[src/rtl/cdb_result_broadcaster.sv]
// -----------------------------------------------------------------------------
// cdb_result_broadcaster
//
// Producer end of the wake-up protocol. Results from one functional unit are
// queued in an in-order FIFO and the head entry is offered on the common data
// bus under an external grant handshake. ROB tag 0 means "no dependency", so
// tag-0 results are never queued; they are counted in a saturating counter.
//
// Optional feature (macro CDB_BYPASS_EN): when the FIFO is empty, a valid
// result with a non-zero tag is shown on the CDB in the same cycle. If it is
// granted in that cycle it is consumed without being written to the FIFO.
//
// Ports:
//   clk_in      clock
//   rst_in      asynchronous active-high reset
//   rdy_in      global clock enable, all state holds while low
//   flush_in    synchronous clear of the FIFO (qualified by rdy_in)
//   fu_valid    functional unit presents a result
//   fu_rob_id   destination ROB tag of the result
//   fu_value    result value
//   fu_ready    block can accept a result this cycle
//   cdb_valid   broadcast request
//   cdb_rob_id  broadcast tag
//   cdb_value   broadcast value
//   cdb_grant   arbiter grants the bus this cycle
//   drop_count  saturating count of discarded tag-0 results
// -----------------------------------------------------------------------------
module cdb_result_broadcaster #(
    parameter int ROB_W  = 4,
    parameter int DATA_W = 32,
    parameter int DEPTH  = 4
) (
    input  logic              clk_in,
    input  logic              rst_in,
    input  logic              rdy_in,
    input  logic              flush_in,
    input  logic              fu_valid,
    input  logic [ROB_W-1:0]  fu_rob_id,
    input  logic [DATA_W-1:0] fu_value,
    output logic              fu_ready,
    output logic              cdb_valid,
    output logic [ROB_W-1:0]  cdb_rob_id,
    output logic [DATA_W-1:0] cdb_value,
    input  logic              cdb_grant,
    output logic [7:0]        drop_count
);

    localparam int PTR_W = (DEPTH > 1) ? $clog2(DEPTH) : 1;
    localparam int CNT_W = PTR_W + 1;
    localparam logic [CNT_W-1:0] FULL_CNT = CNT_W'(DEPTH);

    logic [ROB_W-1:0]  r_rob_mem [DEPTH];
    logic [DATA_W-1:0] r_val_mem [DEPTH];
    logic [PTR_W-1:0]  r_wr_ptr;
    logic [PTR_W-1:0]  r_rd_ptr;
    logic [CNT_W-1:0]  r_count;
    logic [7:0]        r_drop;

    logic w_empty;
    logic w_tag_ok;
    logic w_accept;
    logic w_bypass;
    logic w_push;
    logic w_pop;
    logic w_drop;

    assign w_empty  = (r_count == '0);
    assign w_tag_ok = (fu_rob_id != '0);

    // fu_ready depends on the count register only, so a pop in the same
    // cycle as full does not open the input until the following cycle.
    assign fu_ready = (r_count != FULL_CNT);
    assign w_accept = fu_valid & fu_ready;

`ifdef CDB_BYPASS_EN
    assign w_bypass = w_empty & fu_valid & w_tag_ok & ~flush_in;
`else
    assign w_bypass = 1'b0;
`endif

    // A granted bypass result is consumed straight off the FU inputs and
    // must not also land in the FIFO.
    assign w_push = rdy_in & ~flush_in & w_accept & w_tag_ok & ~(w_bypass & cdb_grant);
    assign w_pop  = rdy_in & ~flush_in & ~w_empty & cdb_grant;
    assign w_drop = rdy_in & w_accept & ~w_tag_ok;

    always_ff @(posedge clk_in or posedge rst_in) begin
        if (rst_in) begin
            r_wr_ptr <= '0;
            r_rd_ptr <= '0;
            r_count  <= '0;
            r_drop   <= '0;
        end else if (rdy_in) begin
            if (flush_in) begin
                r_wr_ptr <= '0;
                r_rd_ptr <= '0;
                r_count  <= '0;
            end else begin
                if (w_push) r_wr_ptr <= r_wr_ptr + PTR_W'(1);
                if (w_pop)  r_rd_ptr <= r_rd_ptr + PTR_W'(1);
                r_count <= r_count + CNT_W'(w_push) - CNT_W'(w_pop);
            end
            if (w_drop && (r_drop != 8'hFF)) r_drop <= r_drop + 8'd1;
        end
    end

    // Storage needs no reset: the outputs are masked whenever count is zero.
    always_ff @(posedge clk_in) begin
        if (w_push && !rst_in) begin
            r_rob_mem[r_wr_ptr] <= fu_rob_id;
            r_val_mem[r_wr_ptr] <= fu_value;
        end
    end

    always_comb begin
        cdb_valid  = 1'b0;
        cdb_rob_id = '0;
        cdb_value  = '0;
        if (!w_empty) begin
            cdb_valid  = 1'b1;
            cdb_rob_id = r_rob_mem[r_rd_ptr];
            cdb_value  = r_val_mem[r_rd_ptr];
        end else if (w_bypass) begin
            cdb_valid  = 1'b1;
            cdb_rob_id = fu_rob_id;
            cdb_value  = fu_value;
        end
    end

    assign drop_count = r_drop;

endmodule

[config.mk]
export PLATFORM = sky130hd
export DESIGN_NAME = cdb_result_broadcaster
export DESIGN_NICKNAME = d
export VERILOG_FILES = /design/src/rtl/cdb_result_broadcaster.sv
export SDC_FILE = /design/constraint.sdc
export NUM_CORES = 1
export LEC_CHECK = 0
export CORE_MARGIN = 5
export CORE_UTILIZATION = 46
export CTS_CLUSTER_SIZE = 20
export DETAILED_ROUTE_END_ITERATION = 16
export HOLD_SLACK_MARGIN = 0.12
export PLACE_DENSITY = 0.69
export SLEW_MARGIN = 10
export SYNTH_ARGS = -nofsm -noshare
export SYNTH_HDL_FRONTEND = slang
export SYNTH_SLANG_ARGS = --single-unit
[constraint.sdc]
create_clock -name clk_in -period 3.35 [get_ports clk_in]
set_clock_uncertainty 0.15 [all_clocks]
set_input_delay 0.5025 -clock clk_in [delete_from_list [all_inputs] [get_ports clk_in]]
set_output_delay 0.5025 -clock clk_in [all_outputs]
set_load 0.02 [all_outputs]
==> summary.md, run 1 <==
| Metric | Value |
|---|---|
| Worst setup margin | `0.345 ns` |
| Worst hold path type | `in -> async` |
| First-pass GRT wire length | `18,700 microns` |
| Reg2Reg Depth | `12` |
| Final setup TNS | `0 ns` |
| Final net count | `around 480` |
| Number of global-route vias before repair | `approximately 3,600` |
| Worst endpoint data arrival time | `2.35 ns` |
| Critical Path Fanout Max | `17` |
| Site Rows | `43` |
| Number of max-cap violations | `0` |
| H-tree Lvls | `4` |
| Post-Route WL | `approximately 12,000 microns` |
| PD cells | `between 700 and 800 mW/mm^2` |
| Fill count | `1,022` |
| Pwr Total | `0.00593 W` |
| Initial DRC Count | `~200` |
| Initial antenna violation count | `0` |
| Die Ht | `between 100 and 150 microns` |
| Critical Path End Type | `primary output` |
| Fmax | `333 MHz` |
| Yosys cell types | `38` |
| Post_cts resized | `0` |
| DIE AREA | `between 0.015 and 0.02 sq mm` |
| TritonCTS clock tree | `built` |
| Most frequent cells after synthesis | `edfxtp_1, and2_1, mux4_2` |
| Final instance area | `approximately 0.0082 sq mm` |
| Num Clock Sinks | `159` |
| Mapped Area | `~0.0063 sq mm` |
| WP data required | `roughly 2.7 ns` |
| Worst Setup Start Kind | `flop` |
| Top FF cell, synth | `edfxtp_1` |
| Largest net degree at the start of global routing | `40` |
| Hold_buf cts | `0` |
| Place WS | `0.0447 ns` |
| Leakage | `2.72 nW` |
| Dpl hpwl | `approximately 7600 microns` |
| Routed via count | `~3,200` |
| Outcome | `completed` |
| TritonCTS buffer count | `17` |
| Sequential share of the synthesized area | `0.741` |
| Clock Latency Late Sink | `around 0.42 ns` |
| Drt first pass iters | `4` |
| Area growth syn-to-layout | `28.7%` |
| Die Wd | `about 130 microns` |
| Post-route ant nets | `0` |
| RR Startpoint | `r_count[2]` |
| Max clock buf depth | `2` |
| Number of setup buffers added after CTS | `0` |
| IO buf count | `a little under 90` |
| DRC violations left | `0` |
| Final Wtd Congestion | `~0.75` |
| Final Hold Viols | `0` |
| Routed vias/inst | `5.17` |
| Synth async-reset ratio | `0.0943` |
| DR WL/cell | `between 15 and 20 microns` |
| Synth area leader | `edfxtp_1` |
| Relative slew margins | `0.606` |
| Dpl cell area | `0.00755 sq mm` |
| Min cycle time layout | `3.01 ns` |
| Fin cells | `approximately 600` |
| Global route overflow | `0` |
| Ant diodes | `0` |
| Setup violators final | `0` |
| Unrepaired setup endpoints after global routing | `no` |
| Cells after Synth | `between 300 and 400` |
| Core area | `0.0137 sq mm` |
| Slew Viols, Final | `0` |
| Critical Path Start | `r_rd_ptr[1]` |
| Clk slew on worst S/H paths | `roughly 0.060 ns` |
| Slew @ Worst Pin | `0.590 ns` |
| Share of cells above drive strength 1 | `0.221` |
| Clk root buf | `clkbuf_16` |
| Crit share post-route | `0.897` |
| Crit Path Class | `reg -> out` |
| Gr usage total | `0.154` |
| Register bit count reported by yosys | `approximately 160` |
| # IOs | `between 80 and 90` |
| Cells after DPL | `586` |
| Ys Warns | `0` |
| Synth top area cells | `edfxtp_1, mux4_2, dfrtp_1` |
| Synth Area per Inst | `between 20 and 25 sq um` |
| Starting Density | `0.462` |
| Peak supply drop | `~0.31 mV` |
| Mapped Nets | `approximately 360` |
| Post-synth EDFFs | `roughly 140` |
| Synth top area share | `0.682` |
| Most common cell in the synthesized netlist | `edfxtp_1` |
==> critical path, stage by stage, from the launching register on <==
cell	delay [ns]
dfrtp_2	0.54
buf_4	0.33
mux4_2	0.35
and2_1	0.18
clkdlybuf4s50_1	0.53
==> flip-flops by register name, indices dropped and copies added, names as in the netlist <==
signal and count:
r_rd_ptr 2, r_wr_ptr 2, r_rob_mem 16, r_count 3, r_val_mem 128, drop_count 8
==> cell type report <==
type / instances / area (sq um) / share of cell area
inverters: 6 / 22.5 / 0.00276
flip-flops and latches: 159 / 4700 / 0.576
multi-input cells: 137 / 1570 / 0.192
well taps: 180 / 225 / 0.0276
clock inverters: 15 / 186 / 0.0228
clock buffers: 17 / 425 / 0.0521
repair buffers: 104 / 1040 / 0.127
==> layout by cell type, fill, tap and decap left out, types with 4 or more instances in the layout <==
master and instances:
and2_1 36, and2_2 4, buf_4 14, clkbuf_16 17
clkdlybuf4s50_1 87, clkinv_4 4, clkinvlp_4 4, dfrtp_1 13
edfxtp_1 144, ha_1 7, inv_1 6, mux4_2 36
nand2_1 4, nand3_1 5, nor3_1 5, xor2_1 6
==> cell families after synthesis <==
| logic type | after synthesis | share of synthesized area |
|---|---|---|
| multiplexers | 39 | 0.133 |
| XOR/XNOR | 7 | 0.00967 |
| AO/OA/AOI/OAI | 10 | 0.0114 |
| adder cells (fa/ha/maj) | 8 | 0.0170 |
| buffers and inverters | 18 | 0.0126 |
| flip-flops | 159 | 0.741 |
| AND/OR/NAND/NOR | 73 | 0.0752 |
==> final timing paths <==
path | end | slack, ns
setup reg to reg | r_count[2] | 0.61
min in group clk_in | drop_count[5] | 0.36
hold reg to reg | drop_count[5] | 0.36
hold / removal | drop_count[7] | 0.35
max in group asynchronous | r_rd_ptr[1] | 2.27
setup / recovery | cdb_value[19] | 0.34
==> layer usage <==
| metal | routed length [microns] | global-route usage | vias to the layer above | share of wire |
|---|---|---|---|---|
| li1 | - | - | 1476 | - |
| met1 | 4990 | 0.189 | 1632 | 0.43 |
| met2 | 5990 | 0.256 | 78 | 0.51 |
| met3 | 695 | 0.0577 | 7 | 0.059 |
| met4 | 59 | 0.0435 | 0 | 0.0050 |
| met5 | 0 | 0 | - | 0 |
==> metrics by stage <==
stage / utilization / hold slack (ns)
2_1_floorplan: - / 0.254
3_3_place_gp: 0.551 / 0.346
3_5_place_dp: 0.551 / 0.335
4_1_cts: 0.595 / 0.352
5_1_grt: 0.595 / 0.373
6_report: 0.595 / 0.351
==> power breakdown <==
part	leakage (nW)	switching [W]	internal, W
logic	0.939	0.000804	0.000862
clock network	0.286	0.000760	0.00118
registers	1.50	0.0000750	0.00225
Power figures use the tool's default switching activity.
==> run 2: changes to the inputs <==
--- a/config.mk
+++ b/config.mk
@@ -11,7 +11,6 @@
 export DETAILED_ROUTE_END_ITERATION = 16
 export HOLD_SLACK_MARGIN = 0.12
 export PLACE_DENSITY = 0.69
-export SLEW_MARGIN = 10
 export SYNTH_ARGS = -nofsm -noshare
 export SYNTH_HDL_FRONTEND = slang
 export SYNTH_SLANG_ARGS = --single-unit
==> results of run 2 <==
No change in the layout: final DEF, timing and power equal those of run 1.
==> run 3: changes to the inputs <==
--- a/config.mk
+++ b/config.mk
@@ -5,6 +5,7 @@
 export SDC_FILE = /design/constraint.sdc
 export NUM_CORES = 1
 export LEC_CHECK = 0
+export CAP_MARGIN = 15
 export CORE_MARGIN = 5
 export CORE_UTILIZATION = 46
 export CTS_CLUSTER_SIZE = 20
==> results of run 3 <==
No change in the layout: final DEF, timing and power equal those of run 1.
==> variant: new RTL, flow settings as in run 1 <==
Put one more register stage on the output `drop_count`. The value now appears one clock later. The other outputs are not delayed to match.
--- a/src/rtl/cdb_result_broadcaster.sv
+++ b/src/rtl/cdb_result_broadcaster.sv
@@ -127,7 +127,9 @@
         end
     end
 
-    assign drop_count = r_drop;
+    always_ff @(posedge clk_in) begin
+        drop_count <= r_drop;
+    end
 
 endmodule
 
Behaviour: not the same (Yosys sat finds a counterexample within 4 cycles, from zero or initial values and one cycle with rst_in high).
==> variant against run 1 <==
Sequential cell count increased by 8. Total power up 0.90%. Area after synthesis increased by 2.7%. Final area increased by 2.3%. Count of clock-buffer cells in the layout grew 2. Register-to-register slack worse by 0.11 ns. Synthesized cell count up 3.8%. Non-clock buffer count shrank 1. Worst setup slack got worse by 0.037 ns. Routed wire length rose by 2.8%. Critical path type unchanged. Largest cell class unchanged.
==> variant: results (changes against run 1) <==
Synthesis
  – Post-Synth XOR/XNOR Area: 0.941% (-0.025 points)
  – Synth area leaders: edfxtp_1 (66%), mux4_2 (12%), dfrtp_1 (5.8%)
  – Synth Instances: 326 (+3.8%)
  – Synth top cells by count: edfxtp_1 (144), and2_1 (41), mux4_2 (36)
  – Syn Nets: 376 (+3.3%)
  – Post-Synth Adder-Cell Area: 1.65% (-0.045 points)
  – Mux cell area share after synthesis: 13.1% (-0.18 points)
  – Share of async-settable or async-resettable flops after synthesis: 8.98% (-0.45 points)
  – Yosys cell types: 37 (-2.6%)
  – Compound-cell area share of the yosys netlist: 0.941% (-0.20 points)
  – Register area share after synthesis: 74.6% (+0.51 points)

Critical path
  – Critical path fanouts, max: 15 (-2)
  – Critical path destination: cdb_value[4]
  – Reg-to-reg critical path startpoint: r_count[1]
  – Critical path launch point: r_rd_ptr[0]
  – R2r setup slk: 0.50 ns (-0.11 ns)
  – Critical Path AT: 2.39 ns (+0.04 ns)

GRT
  – GRT Total Usage: 15.7% (+0.34 points)
  – Vias in the first global route: 3569 (+0.54%)
  – M1 GR Usage: 19.5% (+0.58 points)
  – GR Util met2: 26.2% (+0.58 points)
  – First-pass GRT wire length: 19200 um (+3.0%)
  – Pin count of the biggest net entering global routing: 39 (-2.5%)
  – Initial antenna violation count: 0 (unchanged)
  – Grt met3 use: 4.73% (-1.0 points)

Placement
  – Port bufs: 87 (unchanged)
  – Placed cells: 596 (+1.7%)
  – Post-Place Worst Slack: 0.0116 ns (-0.0331 ns)
  – GPL Wtd Cong: 0.795 (+5.5%)
  – HPWL Detailed: 7500 um (-1.2%)
  – Placed instance area: 7740 um2 (+2.5%)

Pwr
  – Peak supply drop: 0.361 mV (+18%)
  – P_comb: 1.58 mW (-5%)
  – Leakage power: 2.80 nW (+2.7%)
  – Internal Power: 4.39 mW (+2.5%)
  – Part of the power in registers: 40.2% (+1.0 points)
  – Net Sw Power: 1.59 mW (-3.2%)

STA
  – WHS: 0.275 ns (-0.0761 ns)
  – Tightest Pin Transition: 0.579 ns (-0.0117 ns)
  – Maximum operating frequency: 329 MHz (-1.2%)
  – Final setup margin: 0.308 ns (-0.0369 ns)

Drt
  – Wire per inst: 19.2 um (+1.1%)
  – Max layer used: met4
  – Vias per cell: 5.18 (+0.16%)
  – Via Count: 3250 (+1.8%)
  – DR WL met3: 588 um (-15%)
  – DRT iter0 DRCs: 205 (+4.6%)
  – Wl on met1: 5210 um (+4.3%)
  – Met2 WL: 6090 um (+1.7%)

CTS
  – CTS buffer count: 17 (unchanged)
  – Clk slew on worst S/H paths: 0.06 ns (about the same)
  – Post-CTS setup buffer count: 0 (unchanged)
  – Max Buffers Root-to-Sink: 2 (unchanged)

Status
  – Status: complete, no violations

Cells and area
  – Largest registers: r_val_mem (128), r_rob_mem (16)
  – Layout cells sized above 1: 21.0% (-1.2 points)
  – Fin nets: 485 (+2.1%)

Min path
  – Min-Delay Path Class: reg -> reg
  – Hold Path Origin: r_drop[5]
-- variant: cell types whose count changed in the layout (fill, tap and decap cells not counted), moves of 3 or more --
| cell | delta |
|---|---|
| o22ai_1 | +4 |
| dfxtp_1 | +8 |
| buf_4 | -3 |
| clkinv_4 | -3 |
| o2bb2ai_1 | -3 |
| inv_1 | +5 |
-- variant: cell type report --
| type | instances | area (um2) |
|---|---|---|
| fill | 1044 | 5530 |
| sequential | 167 | 4860 |
| multi-input combinational | 135 | 1560 |
| timing repair buffer | 103 | 1050 |
| clock buffer | 19 | 433 |
| tap | 180 | 225 |
| clock inverter | 13 | 178 |
| inverter | 11 | 41.3 |
-- variant: critical path, stage by stage (launching register included) --
cell             delay [ns]
dfrtp_2                0.38
buf_4                  0.32
mux4_2                 0.53
and2_1                 0.20
clkdlybuf4s50_1        0.54
